--- src/rtl/lgn_frame_scheduler.sv ---
// Slot-aligned frame scheduler: round-robin grant of two image sources, frame streaming
// into the LGN classifier on a 32-cycle slot grid, and result capture at a fixed slot.
module lgn_frame_scheduler #(
  parameter int unsigned RESULT_SLOT = 1
) (
  input  logic        clk,
  input  logic        reset,
  input  logic [1:0]  req_valid,
  output logic [1:0]  req_ready,
  output logic        rd_en,
  output logic        rd_src,
  output logic [4:0]  rd_addr,
  input  logic [7:0]  rd_data,
  output logic [7:0]  lgn_ui,
  output logic        lgn_rst_n,
  input  logic [3:0]  lgn_index,
  input  logic [7:0]  lgn_value,
  output logic        res_valid,
  output logic        res_src,
  output logic [3:0]  res_index,
  output logic [7:0]  res_value,
  output logic        busy,
  output logic [15:0] frame_count
);

  localparam logic [4:0] GRANT_SLOT = 5'd29;
  localparam logic [4:0] LAST_SLOT  = 5'd31;
  localparam logic [4:0] RES_SLOT   = 5'(RESULT_SLOT);

  typedef enum logic {IDLE, READ} state_t;

  state_t     state;
  logic [4:0] slot;
  logic       rr_last;
  logic       pend;
  logic       pend_src;
  logic       d_vld, d_src;
  logic       ui_vld, ui_src;
  logic [1:0] gnt;
  logic       gnt_src;

  always_comb begin
    gnt     = '0;
    gnt_src = 1'b0;
    if (!reset && slot == GRANT_SLOT) begin
      unique case (req_valid)
        2'b01:   begin gnt_src = 1'b0;     gnt = 2'b01; end
        2'b10:   begin gnt_src = 1'b1;     gnt = 2'b10; end
        2'b11:   begin gnt_src = ~rr_last; gnt = rr_last ? 2'b01 : 2'b10; end
        default: begin gnt_src = 1'b0;     gnt = 2'b00; end
      endcase
    end
  end

  assign req_ready = gnt;
  assign rd_en     = (state == READ);
  assign rd_addr   = rd_en ? slot + 5'd2 : '0;
  assign lgn_rst_n = ~reset;
  assign busy      = rd_en | pend | ui_vld;

  // Source tag travels with the data (d_* then ui_*) so a back-to-back re-grant,
  // which updates rd_src two slots before the old frame's last byte, cannot mislabel it.
  always_ff @(posedge clk) begin
    if (reset) begin
      state       <= IDLE;
      slot        <= '0;
      rr_last     <= 1'b1;
      rd_src      <= 1'b0;
      pend        <= 1'b0;
      pend_src    <= 1'b0;
      d_vld       <= 1'b0;
      d_src       <= 1'b0;
      ui_vld      <= 1'b0;
      ui_src      <= 1'b0;
      lgn_ui      <= '0;
      res_valid   <= 1'b0;
      res_src     <= 1'b0;
      res_index   <= '0;
      res_value   <= '0;
      frame_count <= '0;
    end else begin
      slot <= slot + 5'd1;

      if (|gnt) begin
        state   <= READ;
        rd_src  <= gnt_src;
        rr_last <= gnt_src;
      end else if (state == READ && slot == GRANT_SLOT) begin
        state <= IDLE;
      end

      d_vld  <= rd_en;
      d_src  <= rd_src;
      ui_vld <= d_vld;
      ui_src <= d_src;
      lgn_ui <= d_vld ? rd_data : '0;

      res_valid <= 1'b0;
      if (ui_vld && slot == LAST_SLOT) begin
        pend     <= 1'b1;
        pend_src <= ui_src;
      end
      if (pend && slot == RES_SLOT) begin
        pend        <= 1'b0;
        res_valid   <= 1'b1;
        res_src     <= pend_src;
        res_index   <= lgn_index;
        res_value   <= lgn_value;
        frame_count <= frame_count + 16'd1;
      end
    end
  end

endmodule

--- config.mk ---
export PLATFORM = sky130hd
export DESIGN_NAME = lgn_frame_scheduler
export DESIGN_NICKNAME = d
export VERILOG_FILES = /design/src/rtl/lgn_frame_scheduler.sv
export SDC_FILE = /design/constraint.sdc
export NUM_CORES = 1
export LEC_CHECK = 0
export BUFFER_PORTS_ARGS = -buffer_cell sky130_fd_sc_hd__buf_2
export CAP_MARGIN = 20
export CORE_ASPECT_RATIO = 1.75
export CORE_UTILIZATION = 44
export CTS_BUF_LIST = sky130_fd_sc_hd__clkbuf_4 sky130_fd_sc_hd__clkbuf_8 sky130_fd_sc_hd__clkbuf_16
export DETAILED_ROUTE_END_ITERATION = 10
export PLACE_DENSITY = 0.83
export SLEW_MARGIN = 10
export SYNTH_ARGS = -nofsm -noshare
export SYNTH_HDL_FRONTEND = slang
export SYNTH_SLANG_ARGS = --single-unit
--- constraint.sdc ---
create_clock -name clk -period 1.8 [get_ports clk]
set_clock_uncertainty 0.15 [all_clocks]
set_input_delay 0.36 -clock clk [delete_from_list [all_inputs] [get_ports clk]]
set_output_delay 0.36 -clock clk [all_outputs]
set_load 0.05 [all_outputs]
* Yosys cells after proc, flatten, opt, wreduce, memory -nomap -nowiden
Cells that the tools add are included.
Storage, ports and cells: register bits after elaboration 52, latch bits 0, bits in writable memories 0, bits in read-only memories 0, input bits 24, memories kept 0
Operators by class: add/sub/neg operators 3, multipliers 0, div/mod/pow operators 0, $lt $le $gt $ge 0, equal/unequal tests 6, shifts and indexed selects 0, mux-type cells 9, bitwise gates (word level) 5, reduce and logical (&&, ||, !) cells 9
Operator list (number):
- adder 16 x 1 -> 16 bit (second input constant) | 1
- equality test 5 bit (second input constant) | 2
- case mux 2 bit (3 select lines) | 1
- OR reduction 2 bit | 3
- adder 5 x 1 -> 5 bit (second input constant) | 1
- adder 5 x 2 -> 5 bit (second input constant) | 1
- equality test 5 x 1 -> 1 bit (second input constant) | 1
- two-way mux 5 bit | 1
- equality test 2 bit (second input constant) | 2
- logical AND 1 bit | 4
- two-way mux 1 bit | 4
- two-way mux 2 bit | 2
- inverter 1 bit | 3
- equality test 2 x 1 -> 1 bit (second input constant) | 1
- OR 1 bit | 2
- case mux 1 bit (2 select lines) | 1
- nonzero test 2 bit | 1
- zero test 1 bit | 1

* Logic depth before layout (Yosys ltp)
depth in word-level cells 5, gate-level depth with buffers 9, depth with buffers taken out 6

* Least setup slack after synthesis
OpenSTA, ideal clock, no wires.
path kind register to register, from register frame_count[2], to register frame_count[15], library setup time 121 ps, arrival 1913 ps, slack -384 ps, cell stages (with the launch flop) 6, path through dfxtp_1 and4_4 nand3_4 buf_6 nor4_1 mux2_2
On the way: cells in the longest elaborated chain, start to end 1
RTL lines:
- from (decl) | line 23 | output logic [15:0] frame_count
- from (signal assigned) | line 109 | frame_count <= frame_count + 16'd1;
- adder 16 x 1 -> 16 bit | line 109
Every way passes these cells. A chain may end at the register's enable or synchronous reset.

* Worst setup path after layout
from register slot[1], to output req_ready[1]
On the way: cells in the longest elaborated chain, start to end 3
RTL lines:
- from (decl) | line 33 | logic [4:0] slot;
- from (signal assigned) | line 82 | slot <= slot + 5'd1;
- equality test 5 bit | line 45 | if (!reset && slot == GRANT_SLOT) begin
- logical AND 1 bit | line 45
- two-way mux 2 bit | line 45
- to (decl) | line 9 | output logic [1:0] req_ready,
Every way passes these cells.

==> results.md <==
* I/O Buffers at 72
* Antenna violations before repair at 0
* Metal2 WL at 2570 um
* First-pass GRT wire length at 6960 um
* Drt first pass iters at 4
* CP Max Fanout at 3
* Cell Chain, Critical Path: inv_2 > ha_4 > nand4_1 > nor2_2 > and3_4 > buf_8
* Sink Count at 52
* DP Worst Slack at -0.0130 ns
* Number of global-route vias before repair at 1,651
* Die Wd at 53.7 um
* Crit Path Class: reg2out
* Starting density of the core at 0.463
* CP Capture Type: output pin
* FMAX at 513 MHz
* Drt drc at 0
* Vias at 1,805
* Final setup fails at 5
* Top-count cell post-synth: dfxtp_1
* Root Buffer: clkbuf_8
* CTS Buf Count at 5
* MaxCap Viol Count at 0
* Ranking of synthesized cells by area: dfxtp_1 51%, nand2_1 7.1%, a21oi_1 5.4%, and2_1 4.0%, xor2_1 3.4%
* Routed wire per std cell at 12.5 um
* Crit share post-route at 1.08
* Worst Hold Class: in2reg
* Post-synthesis sequential area ratio at 0.506
* Slew HR at 0.716
* Tightest Pin Transition at 0.425 ns
* Area grow syn2layout at 34.7%
* Vias per cell at 5.04
* Number of H-tree levels at 2
* Hold Vio Cnt, Final at 0
* Top Ports at 73
* Post-synth EDFFs at 0
* Post-synth top cells: 52 x dfxtp_1, 39 x nand2_1, 22 x a21oi_1, 17 x nor2_1, 13 x and2_1
* Placer congestion estimate at 0.706
* Share of cells above drive strength 1 at 0.417
* Total length of routed wires at 4490 um
* Cell taking the most area after synthesis: dfxtp_1
* Synth async-reset ratio at 0
* CP max stage delay at 0.34 ns
* Switching Share at 0.235
* Synth cell types at 35
* Sw power at 452 uW
* Failing checks: negative setup slack
* CTS tree: done
* Min Tclk post-route at 1.95 ns
* Top cell type's share of synthesized area at 0.506
* Row count at 32
* CP max-delay cell: dfxtp_2
* Uppermost layer routed: met4
* Nets at 335
* Fillcell total at 394
* DRT iter0 DRCs at 29
* Synthesized area at 2060 um^2
* DIE HEIGHT at 92.5 um
* Clock tree buffer depth at 2
* Outcome: finished with violations
* GRT Util Overall at 0.185
* Leakage at 0.00124 uW
* Post-DP HPWL at 3120 um
* Combinational group share of total power at 0.045
* Hold-fix buffers, CTS at 0
* Ant. Diodes at 0
* Post-synth top flop: dfxtp_1
* Clk_lat worst skew at 0.30 ns
* Yosys reg bits at 52
* Slew Viols, Final at 0
* Die area at 4960 um^2
* Wire length on met3 at 167 um
* Total power at 1920 uW
* YS warnings at 0
* Syn Nets at 258
* Core area at 4440 um^2
* Clk slew on worst S/H paths at 0.10 ns
* Grt total ovfl at 0
* Post-Syn Instances at 229
* Pin count of the biggest net entering global routing at 46
* Part of the power in registers at 0.600
* Cell-internal power at 1470 uW
* Arr. time, crit path at 1.44 ns
* Mean Syn Cell Area at 8.98 um^2
* CP Launch Type: flip-flop
* Met1 WL at 1690 um
* Pwr/cell area at 694 nW/um^2
* Final setup margin at -0.148 ns
* Worst IR Drop VDD at 0.809 mV
* Post-route antenna net violation count at 0
* RSZ-0062 raised after global routing: true
* CP Data Required Time at 1.29 ns
* Share of power burned in the clock network at 0.355
per-stage QoR:
stage	instance area, um^2	hold slack, ns	cells	TNS (ns)	utilization
finish	2770	0.0939	358	-0.396	0.623
global route	2770	0.0818	358	-0.775	0.623
CTS	2710	0.0856	356	-0.544	0.609
detailed placement	2540	0.284	348	-0.0148	0.572
global placement	2540	0.268	348	0	0.572
floorplan	2090	0.264	229	-0.0632	-
per-layer routing:
layer,vias up,track usage
met4,0,0.0746
met2,38,0.331
li1,918,-
met1,842,0.193
met3,7,0.0427
met5,-,0
worst paths after layout:
kind | endpoint | depth (start not counted) | startpoint | slack, ns
worst max register to register | frame_count[14]$_SDFFE_PP0P_ | 5 | frame_count[0]$_SDFFE_PP0P_ | 0.06
worst min register to register | pend_src$_SDFFE_PP0P_ | 2 | ui_src$_SDFF_PP0_ | 0.30
worst max-delay path | req_ready[1] | 6 | slot[1]$_SDFF_PP0_ | -0.15
worst min-delay path | lgn_ui[0]$_SDFF_PP0_ | 2 | rd_data[0] | 0.09
power groups by stage:
stage	clock network [uW]	logic (uW)	registers [uW]
finish	683	86.1	1150
global route	745	95.8	1160
CTS	706	85.7	1160
detailed placement	0	78.8	1180
global placement	0	76.8	1180
floorplan	0	36.0	1180
final cells by class:
cell class	count	area [um^2]	area share
sequential	52	1080	0.390
clock inverter	3	23.8	0.00858
timing repair buffer	83	517	0.187
inverter	5	18.8	0.00678
multi-input combinational	159	997	0.360
clock buffer	5	68.8	0.0248
tap	51	63.8	0.0230
cells by family (layout without fill, tap and decap cells):
kind of cell / after synthesis / in the layout / synth area share
simple gates: 111 / 111 / 0.285
flops: 52 / 52 / 0.506
compound gates: 30 / 30 / 0.0815
buf+inv: 18 / 96 / 0.0389
xor+xnor: 11 / 11 / 0.0468
fa+ha+maj: 5 / 5 / 0.0304
mux: 2 / 2 / 0.0109
registers in the layout, indices dropped and copies added (netlist names):
| signal | count |
|---|---|
| frame_count | 16 |
| lgn_ui | 8 |
| res_value | 8 |
| slot | 5 |
| res_index | 4 |
| d_src | 1 |
| d_vld | 1 |
| pend | 1 |
| pend_src | 1 |
| rd_en | 1 |
| rd_src | 1 |
| res_src | 1 |
| res_valid | 1 |
| rr_last | 1 |
| ui_src | 1 |
| ui_vld | 1 |
cell usage in the layout, fill, tap and decap left out, types with 5 or more instances in the layout:
master    synthesis  final
xor2_1            8      8
dfxtp_2           0      8
or4_1             5      5
buf_2             4     66
nand3_1           8      7
nor2_1           17     16
dfxtp_1          52     36
dfxtp_4           0      8
nand2_1          39     37
o31ai_1           5      5
buf_4             0      9
clkbuf_8          0      5
a21oi_1          22     22
nor2b_1           8      7
and2_1           13     12
worst max-delay path, delay by kind of cell (launching register included):
kind | cells | cell delay (ns)
AND/OR/NAND/NOR | 3 | 0.48
flip-flops | 1 | 0.34
buffers and inverters | 2 | 0.20
adder cells (fa/ha/maj) | 1 | 0.12
timing repair:
item / CTS / global route
pin swaps: 3 / 4
resized for setup: 22 / 16
setup endpoints to repair: 8 / 11
buffers inserted: 0 / 2
Note: power is estimated with default switching activity, not from simulation.
